$ cat config.mk
export PLATFORM = sky130hd
export DESIGN_NAME = uart_frame_engine
export DESIGN_NICKNAME = d
export VERILOG_FILES = /design/src/rtl/uart_frame_pkg.sv /design/src/rtl/uart_frame_engine_checksum.sv /design/src/rtl/uart_frame_engine.sv
export SDC_FILE = /design/constraint.sdc
export NUM_CORES = 1
export LEC_CHECK = 0
export BUFFER_PORTS_ARGS = -buffer_cell sky130_fd_sc_hd__buf_2
export CORE_MARGIN = 2
export CORE_UTILIZATION = 55
export DETAILED_ROUTE_END_ITERATION = 7
export PLACE_DENSITY = 0.76
export SYNTH_ARGS = -nofsm -noshare
export SYNTH_HDL_FRONTEND = slang
export SYNTH_SLANG_ARGS = --single-unit
$ cat constraint.sdc
create_clock -name clk -period 4.5 [get_ports clk]
set_input_delay 0.225 -clock clk [delete_from_list [all_inputs] [get_ports clk]]
set_output_delay 0.225 -clock clk [all_outputs]
set_load 0.01 [all_outputs]
$ cat src/rtl/uart_frame_pkg.sv
// Shared definitions for the UART frame engine.
//   - FSM state encoding (exposed on the debug state port)
//   - error codes returned in the low byte of the error word
//   - byte-lane index width and dataa field positions
package uart_frame_pkg;

  // state              | meaning
  // IDLE               | waiting for start
  // SEND_BYTE          | waiting for tx idle, then strobes the next frame byte
  // WAIT_TX            | one guard cycle, then waits for tx to finish
  // WAIT_DATA          | collecting RX_LEN response data bytes
  // WAIT_CHECKSUM      | collecting the response checksum byte
  // VERIFY_CHECKSUM    | compares computed and received checksum
  // RETRY              | clears RX state and restarts the frame
  // DONE               | one-cycle completion with done/err
  typedef enum logic [4:0] {
    ST_IDLE            = 5'd0,
    ST_SEND_BYTE       = 5'd1,
    ST_WAIT_TX         = 5'd2,
    ST_WAIT_DATA       = 5'd3,
    ST_WAIT_CHECKSUM   = 5'd4,
    ST_VERIFY_CHECKSUM = 5'd5,
    ST_RETRY           = 5'd6,
    ST_DONE            = 5'd7
  } state_t;

  localparam logic [7:0] ERR_CHK     = 8'h01;
  localparam logic [7:0] ERR_TIMEOUT = 8'h02;
  localparam logic [7:0] ERR_LEN     = 8'h03;

  // Wide enough for frame byte index 0..7+1 (cmd, up to 7 payload, checksum).
  localparam int LANE_W = 4;

  localparam int CMD_LSB    = 0;
  localparam int TX_LEN_LSB = 8;
  localparam int RX_LEN_LSB = 12;
  localparam int LEN_W      = 3;

endpackage

$ cat src/rtl/uart_frame_engine_checksum.sv
// Running 8-bit frame checksum.
//   clk, reset : clock and synchronous active-high reset
//   clr        : restart the checksum at zero (has priority over add)
//   add        : fold byte_in into the checksum this cycle
//   byte_in    : byte to fold in
//   sum        : current checksum (CHK_MODE 0 = sum mod 256, 1 = XOR)
module frame_checksum #(
  parameter int CHK_MODE = 0
) (
  input  logic       clk,
  input  logic       reset,
  input  logic       clr,
  input  logic       add,
  input  logic [7:0] byte_in,
  output logic [7:0] sum
);

  always_ff @(posedge clk) begin
    if (reset || clr) begin
      sum <= 8'h00;
    end else if (add) begin
      if (CHK_MODE == 1) sum <= sum ^ byte_in;
      else               sum <= sum + byte_in;
    end
  end

endmodule

$ cat src/rtl/uart_frame_engine.sv
// Custom-instruction UART frame engine: sends cmd + payload + checksum to the
// UART transmitter, collects a checksummed response, retries on error.
//   clk, reset       : clock, synchronous active-high reset
//   start            : request (accepted in IDLE only)
//   dataa            : [7:0] cmd, [10:8] TX_LEN, [14:12] RX_LEN
//   datab            : TX payload, LSB byte first
//   result/done/err  : response word or error word, completion pulse, failure flag
//   txdata/wr_en     : byte and write strobe to UART tx; tx_busy from UART tx
//   rxdata/rdy       : byte and valid from UART rx; rdy_clr acknowledges it
//   state            : current FSM state (debug)
module uart_frame_engine #(
  parameter int DATA_W         = 32,
  parameter int MAX_PAYLOAD    = 4,
  parameter int TIMEOUT_CYCLES = 50000,
  parameter int MAX_RETRY      = 2,
  parameter int CHK_MODE       = 0
) (
  input  logic              clk,
  input  logic              reset,
  input  logic              start,
  input  logic [DATA_W-1:0] dataa,
  input  logic [DATA_W-1:0] datab,
  output logic [DATA_W-1:0] result,
  output logic              done,
  output logic              err,
  output logic [7:0]        txdata,
  output logic              wr_en,
  input  logic              tx_busy,
  input  logic [7:0]        rxdata,
  input  logic              rdy,
  output logic              rdy_clr,
  output logic [4:0]        state
);
  import uart_frame_pkg::*;

  localparam int TIMER_W = $clog2(TIMEOUT_CYCLES + 1);
  localparam int RETRY_W = $clog2(MAX_RETRY + 2);
  localparam logic [LANE_W-1:0]  MAX_LEN    = LANE_W'(MAX_PAYLOAD);
  localparam logic [TIMER_W-1:0] TIMER_LOAD = TIMER_W'(TIMEOUT_CYCLES - 1);
  localparam logic [RETRY_W-1:0] RETRY_MAX  = RETRY_W'(MAX_RETRY);

  state_t              state_q;
  logic [7:0]          cmd_q;
  logic [LANE_W-1:0]   tx_len_q, rx_len_q;
  logic [DATA_W-1:0]   payload_q, shreg;
  logic [LANE_W-1:0]   byte_idx, rx_cnt;
  logic [TIMER_W-1:0]  timer;
  logic [RETRY_W-1:0]  retry_cnt;
  logic                guard, skip, chk_sent;
  logic [DATA_W-1:0]   rx_data;
  logic [7:0]          rx_chk;

  logic                tx_fire, tx_add, rx_fire, rx_add, frame_clr;
  logic [7:0]          tx_byte, tx_sum, rx_sum;
  logic [LANE_W-1:0]   tx_last, in_tx_len, in_rx_len;

  assign state = state_q;

  always_comb begin
    in_tx_len = LANE_W'(dataa[TX_LEN_LSB +: LEN_W]);
    in_rx_len = LANE_W'(dataa[RX_LEN_LSB +: LEN_W]);
    // Index of the checksum byte within the frame.
    tx_last   = tx_len_q + LANE_W'(1);
    tx_fire   = (state_q == ST_SEND_BYTE) && !tx_busy;
    tx_add    = tx_fire && (byte_idx != tx_last);
    tx_byte   = (byte_idx == '0) ? cmd_q : shreg[7:0];
    // skip masks the cycle after rdy_clr, when rdy may still show the old byte.
    rx_fire   = ((state_q == ST_WAIT_DATA) || (state_q == ST_WAIT_CHECKSUM)) && rdy && !skip;
    rx_add    = rx_fire && (state_q == ST_WAIT_DATA);
    frame_clr = ((state_q == ST_IDLE) && start) || (state_q == ST_RETRY);
  end

  frame_checksum #(.CHK_MODE(CHK_MODE)) u_tx_chk (
    .clk(clk), .reset(reset), .clr(frame_clr), .add(tx_add), .byte_in(tx_byte), .sum(tx_sum)
  );

  frame_checksum #(.CHK_MODE(CHK_MODE)) u_rx_chk (
    .clk(clk), .reset(reset), .clr(frame_clr), .add(rx_add), .byte_in(rxdata), .sum(rx_sum)
  );

  function automatic logic [DATA_W-1:0] err_word(input logic [7:0] code);
    err_word = {{(DATA_W-8){1'b1}}, code};
  endfunction

  always_ff @(posedge clk) begin
    if (reset) begin
      state_q   <= ST_IDLE;
      cmd_q     <= '0;
      tx_len_q  <= '0;
      rx_len_q  <= '0;
      payload_q <= '0;
      shreg     <= '0;
      byte_idx  <= '0;
      rx_cnt    <= '0;
      timer     <= '0;
      retry_cnt <= '0;
      guard     <= 1'b0;
      skip      <= 1'b0;
      chk_sent  <= 1'b0;
      rx_data   <= '0;
      rx_chk    <= '0;
      result    <= '0;
      done      <= 1'b0;
      err       <= 1'b0;
      txdata    <= '0;
      wr_en     <= 1'b0;
      rdy_clr   <= 1'b0;
    end else begin
      wr_en   <= 1'b0;
      rdy_clr <= 1'b0;
      done    <= 1'b0;
      err     <= 1'b0;
      skip    <= 1'b0;

      case (state_q)
        ST_IDLE: begin
          if (start) begin
            cmd_q     <= dataa[CMD_LSB +: 8];
            tx_len_q  <= in_tx_len;
            rx_len_q  <= in_rx_len;
            payload_q <= datab;
            shreg     <= datab;
            byte_idx  <= '0;
            rx_cnt    <= '0;
            retry_cnt <= '0;
            chk_sent  <= 1'b0;
            rx_data   <= '0;
            if ((in_tx_len > MAX_LEN) || (in_rx_len > MAX_LEN)) begin
              result  <= err_word(ERR_LEN);
              err     <= 1'b1;
              done    <= 1'b1;
              state_q <= ST_DONE;
            end else begin
              state_q <= ST_SEND_BYTE;
            end
          end
        end

        ST_SEND_BYTE: begin
          if (!tx_busy) begin
            wr_en    <= 1'b1;
            guard    <= 1'b1;
            byte_idx <= byte_idx + LANE_W'(1);
            state_q  <= ST_WAIT_TX;
            if (byte_idx == tx_last) begin
              txdata   <= tx_sum;
              chk_sent <= 1'b1;
            end else begin
              txdata <= tx_byte;
              if (byte_idx != '0) shreg <= shreg >> 8;
            end
          end
        end

        ST_WAIT_TX: begin
          // The UART raises tx_busy a cycle after wr_en, so the first cycle is ignored.
          if (guard) begin
            guard <= 1'b0;
          end else if (!tx_busy) begin
            if (!chk_sent) begin
              state_q <= ST_SEND_BYTE;
            end else begin
              timer   <= TIMER_LOAD;
              rx_cnt  <= '0;
              state_q <= (rx_len_q != '0) ? ST_WAIT_DATA : ST_WAIT_CHECKSUM;
            end
          end
        end

        ST_WAIT_DATA, ST_WAIT_CHECKSUM: begin
          if (rx_fire) begin
            rdy_clr <= 1'b1;
            skip    <= 1'b1;
            timer   <= TIMER_LOAD;
            if (state_q == ST_WAIT_DATA) begin
              for (int i = 0; i < MAX_PAYLOAD; i++) begin
                if (rx_cnt == LANE_W'(i)) rx_data[8*i +: 8] <= rxdata;
              end
              rx_cnt <= rx_cnt + LANE_W'(1);
              if (rx_cnt + LANE_W'(1) == rx_len_q) state_q <= ST_WAIT_CHECKSUM;
            end else begin
              rx_chk  <= rxdata;
              state_q <= ST_VERIFY_CHECKSUM;
            end
          end else if (timer == '0) begin
            if (retry_cnt < RETRY_MAX) begin
              state_q <= ST_RETRY;
            end else begin
              result  <= err_word(ERR_TIMEOUT);
              err     <= 1'b1;
              done    <= 1'b1;
              state_q <= ST_DONE;
            end
          end else begin
            timer <= timer - TIMER_W'(1);
          end
        end

        ST_VERIFY_CHECKSUM: begin
          if (rx_chk == rx_sum) begin
            result  <= rx_data;
            done    <= 1'b1;
            state_q <= ST_DONE;
          end else if (retry_cnt < RETRY_MAX) begin
            state_q <= ST_RETRY;
          end else begin
            result  <= err_word(ERR_CHK);
            err     <= 1'b1;
            done    <= 1'b1;
            state_q <= ST_DONE;
          end
        end

        ST_RETRY: begin
          retry_cnt <= retry_cnt + RETRY_W'(1);
          rx_data   <= '0;
          rx_cnt    <= '0;
          timer     <= TIMER_LOAD;
          byte_idx  <= '0;
          shreg     <= payload_q;
          chk_sent  <= 1'b0;
          state_q   <= ST_SEND_BYTE;
        end

        ST_DONE: state_q <= ST_IDLE;

        default: state_q <= ST_IDLE;
      endcase
    end
  end

endmodule

==> results of run 1 <==
power by group through the flow:
stage / Clock (µW) / Sequential (µW) / Combinational (µW)
after floorplan: 0 / 2530 / 2070
after CTS: 1940 / 2570 / 2740
after global placement: 0 / 2590 / 2640
after detailed placement: 0 / 2610 / 2680
after global routing: 2020 / 2640 / 3020
final: 1920 / 2580 / 2750
placed cells by master (no fill, tap or decap), types with 5 or more instances in the layout:
cell           synthesis  layout
dfxtp_1              209     209
nand2_1              185     185
a21oi_1              132     132
buf_2                  8     104
nor2_1                76      75
dlygate4sd3_1          1      51
nor2b_1               44      44
mux2_2                42      42
mux2i_1               42      42
a22oi_1               34      34
o221a_2               26      26
nand3_1               23      23
ha_1                  23      23
clkbuf_16              0      23
inv_1                 22      22
o21ai_0               20      20
buf_4                  2      18
xor2_1                16      16
nor3_1                14      14
o31ai_1               13      13
and2_1                10      10
xnor2_1               10      10
nand2b_1               9       9
or3_1                  9       9
nor3b_1                9       8
or2_2                  7       7
a31oi_1                7       7
clkinv_2               0       7
nor4_1                 6       6
o21a_1                 6       6
o41ai_1                6       6
o32ai_1                6       6
o211ai_1               5       5
or4_1                  5       5
tightest hold or removal path, stage by stage:
cell and delay (ps):
buf_2 140, nand3_1 70, a21oi_1 50
repair_timing:
action	in CTS	in global routing
resized for setup	0	0
endpoints found under the hold margin	51	0
hold buffers	51	0
kinds of logic (layout without fill, tap and decap cells):
group | count (synthesis) | after routing | share of synthesized area [%]
AOI/OAI and AO/OA | 288 | 288 | 19.5
xor gates and xnor gates | 26 | 26 | 2.28
adders and majority gates | 25 | 25 | 3.28
buffers and inverters | 103 | 238 | 4.10
DFF | 209 | 209 | 41.8
muxes | 84 | 84 | 8.93
other | 1 | 2 | 0.0375
and+or+nand+nor | 422 | 422 | 20.0
layer usage:
| metal | track usage (%) | vias up | wire (µm) |
|---|---|---|---|
| li1 | - | 4339 | - |
| met1 | 33.3 | 4223 | 11400 |
| met2 | 43.1 | 256 | 12100 |
| met3 | 3.69 | 49 | 1340 |
| met4 | 7.44 | 0 | 569 |
| met5 | 0 | - | 0 |
worst max path at each step:
stage / endpoint / slack (ps) / cells after the start / startpoint
global route: u_tx_chk.sum[6] / 980 / 5 / state[0]
floorplan: u_tx_chk.sum[6] / 1170 / 11 / byte_idx[0]
global placement: u_tx_chk.sum[1] / 1320 / 5 / state[0]
finish: u_tx_chk.sum[6] / 1220 / 5 / state[0]
CTS: u_tx_chk.sum[6] / 1240 / 5 / state[0]
detailed placement: u_tx_chk.sum[0] / 1280 / 5 / state[0]
final cells by class:
cell class	count	area, µm²
Timing Repair Buffer	173	1170
Inverter	23	86.3
Clock buffer	29	618
Fill cell	1461	5980
Tap cell	229	287
Multi-Input combinational cell	847	5430
Clock inverter	13	149
Sequential cell	209	4180
sequential cells by signal (all words and copies together) (netlist names), 16 cells and up:
signal	count
payload_q	32
result	32
rx_data	32
shreg	32
timer	16
metrics by stage:
step | instances | power (µW) | instance area [µm²] | utilization (%)
2_1_floorplan | 1159 | 4600 | 10000 | -
3_3_place_gp | 1430 | 5230 | 10600 | 59.4
3_5_place_dp | 1430 | 5280 | 10600 | 59.4
4_1_cts | 1523 | 7250 | 11900 | 66.6
5_1_grt | 1523 | 7680 | 11900 | 66.6
6_report | 1523 | 7250 | 11900 | 66.6
==> flow_summary.toml, run 1 <==
[setup_path]
critPathRequiredTime_ps = 4950
crit_buf_inv = 0
r2r-end = "u_tx_chk.sum[6]"
cp.arrival_ps = 3730
cpLargestDelayFamily = "simple AND/OR/NAND/NOR gates"
end_kind = "register"
path_cells = "nor3b_2 > nand2b_1 > a21oi_1 > o21ai_0 > a21oi_1"
r2r_cells = 5
critical_path_class = "register to register"
crit_top_cell = "a21oi_1"
critPathMaxFanout = 22
r2r_slack_ps = 1220
slowest_stage = "dfxtp_1"
startpoint_type = "register"
critPathMaxStageDelay_ps = 750
r2r-start = "state[0]"

[placement]
post-place-ws_ps = 1280
portBuffers = 105
dp.final_hpwl_um = 15900
finalWeightedCongestion = 0.893

[power_and_ir_drop]
sw_frac_of_total_pct = 36.9
irDropWorstVdd_uv = 412
power_frac_comb_pct = 38.0
power_density_nw_per_um2 = 609
power_frac_seq_pct = 35.6
pwr-share-clk_pct = 26.4
power.leakage_uw = 0.00501
cellInternalPower_uw = 4580
p_sw_uw = 2680

[synth]
netlist_area_um2 = 10000
yosys_warnings = 0
yosys-top-cells-area = "dfxtp_1 (42%), nand2_1 (6.9%), a21oi_1 (6.6%)"
synth_common_cells = "dfxtp_1 (209), nand2_1 (185), a21oi_1 (132)"
ys_types = 66
synth-seq-cells = 209
async_flop_share_pct = 0
netlist.area_leader.share_pct = 41.8
synth-edff-count = 0
synth_top_area_cell = "dfxtp_1"
ys_seq_area_share_pct = 41.8
ys.flop_type = "dfxtp_1"
syn_avg_cell_area_um2 = 8.64
netlist_instances = 1158
synth.most_common_cell = "dfxtp_1"

[cts]
clkLatencyLatePin_ps = 520
h-tree-depth = 1
cts_tree = "built"
numCtsBuffers = 23
clk_pin_slew_ps = 60
cts_sinks = 209
clock_path_buffers = 3
post_cts_buffers = 0
cts.root.buffer_cell = "clkbuf_16"

[route]
routed_wl_um = 25400
drc = 0
vias = 8867
vias_per_cell = 5.82
firstDrtPassIters = 5
wl_per_cell_um = 16.7
first_iter_violations = 697
final_antenna_net_count = 0

[run_status]
status = "finished clean"

[floorplanning]
io_pins = 126
dieArea_um2 = 19300
core-area_um2 = 17900
die_x_um = 139
rows = 49
die_h_um = 139
start_util_pct = 55.9

[grt]
grt_pass1_vias = 8310
track_usage_pct = 25.2
overflow = 0
grt_first_pass_wirelength_um = 41000
antenna_found_initial = 0
grt_max_degree = 79

[sta]
report.final.slew_viol_count = 0
period_share_pct = 72.9
final.setup.tns_ps = 0
fmax_ghz = 0.305
setup_viol = 0
hold-worst-slack_ps = 19.0
slew_headroom_pct = 29.2
rsz0062_at_grt = "no"
worstMarginPinSlew_ps = 1050
fin_worst_skew_ps = 17.3
period_needed_ps = 3280
hold_viol = 0
timing.final.ws_setup_ps = 1220

[min_path]
hold_class = "input port to register"
holdPathStages = 3
hold_start = "rxdata[1]"
hold-path-endpoint = "rx_chk[1]"

[finish]
nets = 1379
area_growth_pct = 19.2
drive_gt1_share_pct = 19.9
n_antenna_cell = 0

[flow_run]
maxCapViolCount = 0
Note: power is estimated with default switching activity, not from simulation.
==> inputs of run 2 (changes only) <==
- CORE_UTILIZATION: 55 -> 53
- PLACE_DENSITY: 0.76 -> 0.77
- clock period: 4.5 -> 2.9 ns (I/O delays scaled with it)
==> flow_summary.toml, run 2 (synthesized netlist as in run 1, its figures left out) <==
[flow_run]
maxCapViolCount = 0

[sta]
timing.final.ws_setup_ps = 132
period_needed_ps = 2770
setup_viol = 0
slew_headroom_pct = 35.4
period_share_pct = 95.4
report.final.slew_viol_count = 0
hold_viol = 0
worstMarginPinSlew_ps = 965
hold-worst-slack_ps = 114
fmax_ghz = 0.361
fin_worst_skew_ps = 11.6

[setup_path]
critical_path_class = "register to register"
r2r_slack_ps = 130
cpLargestDelayFamily = "adder cells"
r2r_cells = 11
crit_buf_inv = 1
slowest_stage = "fa_2"
cp.depth = 11
path_cells = "inv_1 > ha_1 > nor3b_4 > mux2_4 > ha_1 > fa_2 > a21o_1 > a31oi_2 > mux2_2 > o21ai_1 > a21oi_1"
crit_top_cell = "ha_1"
critPathMaxStageDelay_ps = 360
startpoint_type = "register"
critPathMaxFanout = 3
cp.arrival_ps = 3140
critPathRequiredTime_ps = 3270
end_kind = "register"

[run_status]
status = "finished clean"

[placement]
post-place-ws_ps = 74.5
dp.final_hpwl_um = 16600
finalWeightedCongestion = 0.932
portBuffers = 105

[route]
final_antenna_net_count = 0
first_iter_violations = 821
vias_per_cell = 5.86
drc = 0
routed_wl_um = 26000
wl_per_cell_um = 16.8
firstDrtPassIters = 5
vias = 9077

[grt]
overflow = 0
antenna_found_initial = 1
grt_first_pass_wirelength_um = 41400
grt_max_degree = 74
grt_pass1_vias = 8496
track_usage_pct = 24.8

[finish]
layout_common_cells = "dfxtp_1 (209), nand2_1 (185), a21oi_1 (130), buf_2 (104), nor2_1 (75)"
drive_gt1_share_pct = 21.3
final_common_cell = "dfxtp_1"
area_growth_pct = 22.0
fillers = 1428
nets = 1403

[min_path]
holdPathStages = 4
hold_class = "input port to register"

[cts]
numCtsBuffers = 23
cts_tree = "built"
cts_sinks = 209
clock_path_buffers = 3
cts.root.buffer_cell = "clkbuf_16"
clk_pin_slew_ps = 60
clkLatencyLatePin_ps = 500
h-tree-depth = 1

[floorplanning]
core-area_um2 = 18600
io_pins = 126
die_h_um = 141
die_x_um = 141
dieArea_um2 = 20000
start_util_pct = 53.8
rows = 50

[power_and_ir_drop]
power.leakage_uw = 0.00512
power_density_nw_per_um2 = 939
irDropWorstVdd_uv = 573
-- run 2: cell types whose count changed in the layout (fill, tap and decap cells not counted), moves of 4 or more --
cell	previous run	this run
buf_4	18	34
clkinv_2	7	1
buf_12	0	4
clkbuf_8	2	6
-- run 2: report_power, final --
part           switching, µW  internal, µW  leakage, µW
combinational           2640          2070      0.00306
sequential               426          3500      0.00170
clock                   1120          1700     0.000353
-- run 2: final timing paths --
kind | from | end
setup reg to reg | byte_idx[1] | u_tx_chk.sum[6]
setup / recovery | byte_idx[1] | u_tx_chk.sum[6]
hold reg to reg | payload_q[19] | payload_q[19]
hold / removal | tx_busy | guard
-- run 2: area by class of cell --
type	instances	area (µm²)	area share, %
clock inverter	3	42.5	0.349
tap	234	293	2.40
multi-input combinational	847	5500	45.1
clock buffer	36	684	5.61
inverter	23	86.3	0.707
sequential	209	4180	34.3
timing repair buffer	197	1410	11.5
antenna	1	2.50	0.0205
-- run 2: worst register-to-register path, stage by stage, from the launching register on --
cell and delay, ps:
dfxtp_1 310, inv_1 60, ha_1 160, nor3b_4 250, mux2_4 330, ha_1 210, fa_2 360, a21o_1 190
a31oi_2 190, mux2_2 360, o21ai_1 130, a21oi_1 80
-- run 2: per-layer routing --
metal / share of wire (%) / wire length (µm) / vias up / GRT usage (%)
met5: 0 / 0 / - / 0
met3: 6.0 / 1560 / 53 / 3.71
met2: 48 / 12500 / 308 / 42.7
li1: - / - / 4397 / -
met4: 2.5 / 649 / 0 / 7.21
met1: 43 / 11200 / 4319 / 32.4
-- run 2: repair_timing --
item	CTS	global route
setup endpoints to repair	0	2
hold buffers	54	0
setup buffers	0	4
hold endpoints to repair	54	0
resized for setup	0	13
-- run 2: per-stage QoR --
stage	utilization, %	TNS [ps]	total power, µW	cell area, µm²	instances
6_report	65.7	0	11500	12200	1550
5_1_grt	65.7	-43.5	12100	12200	1550
4_1_cts	65.2	0	11300	12100	1545
3_5_place_dp	58.3	0	8430	10800	1452
3_3_place_gp	58.3	0	8330	10800	1452
2_1_floorplan	-	0	7150	10000	1159
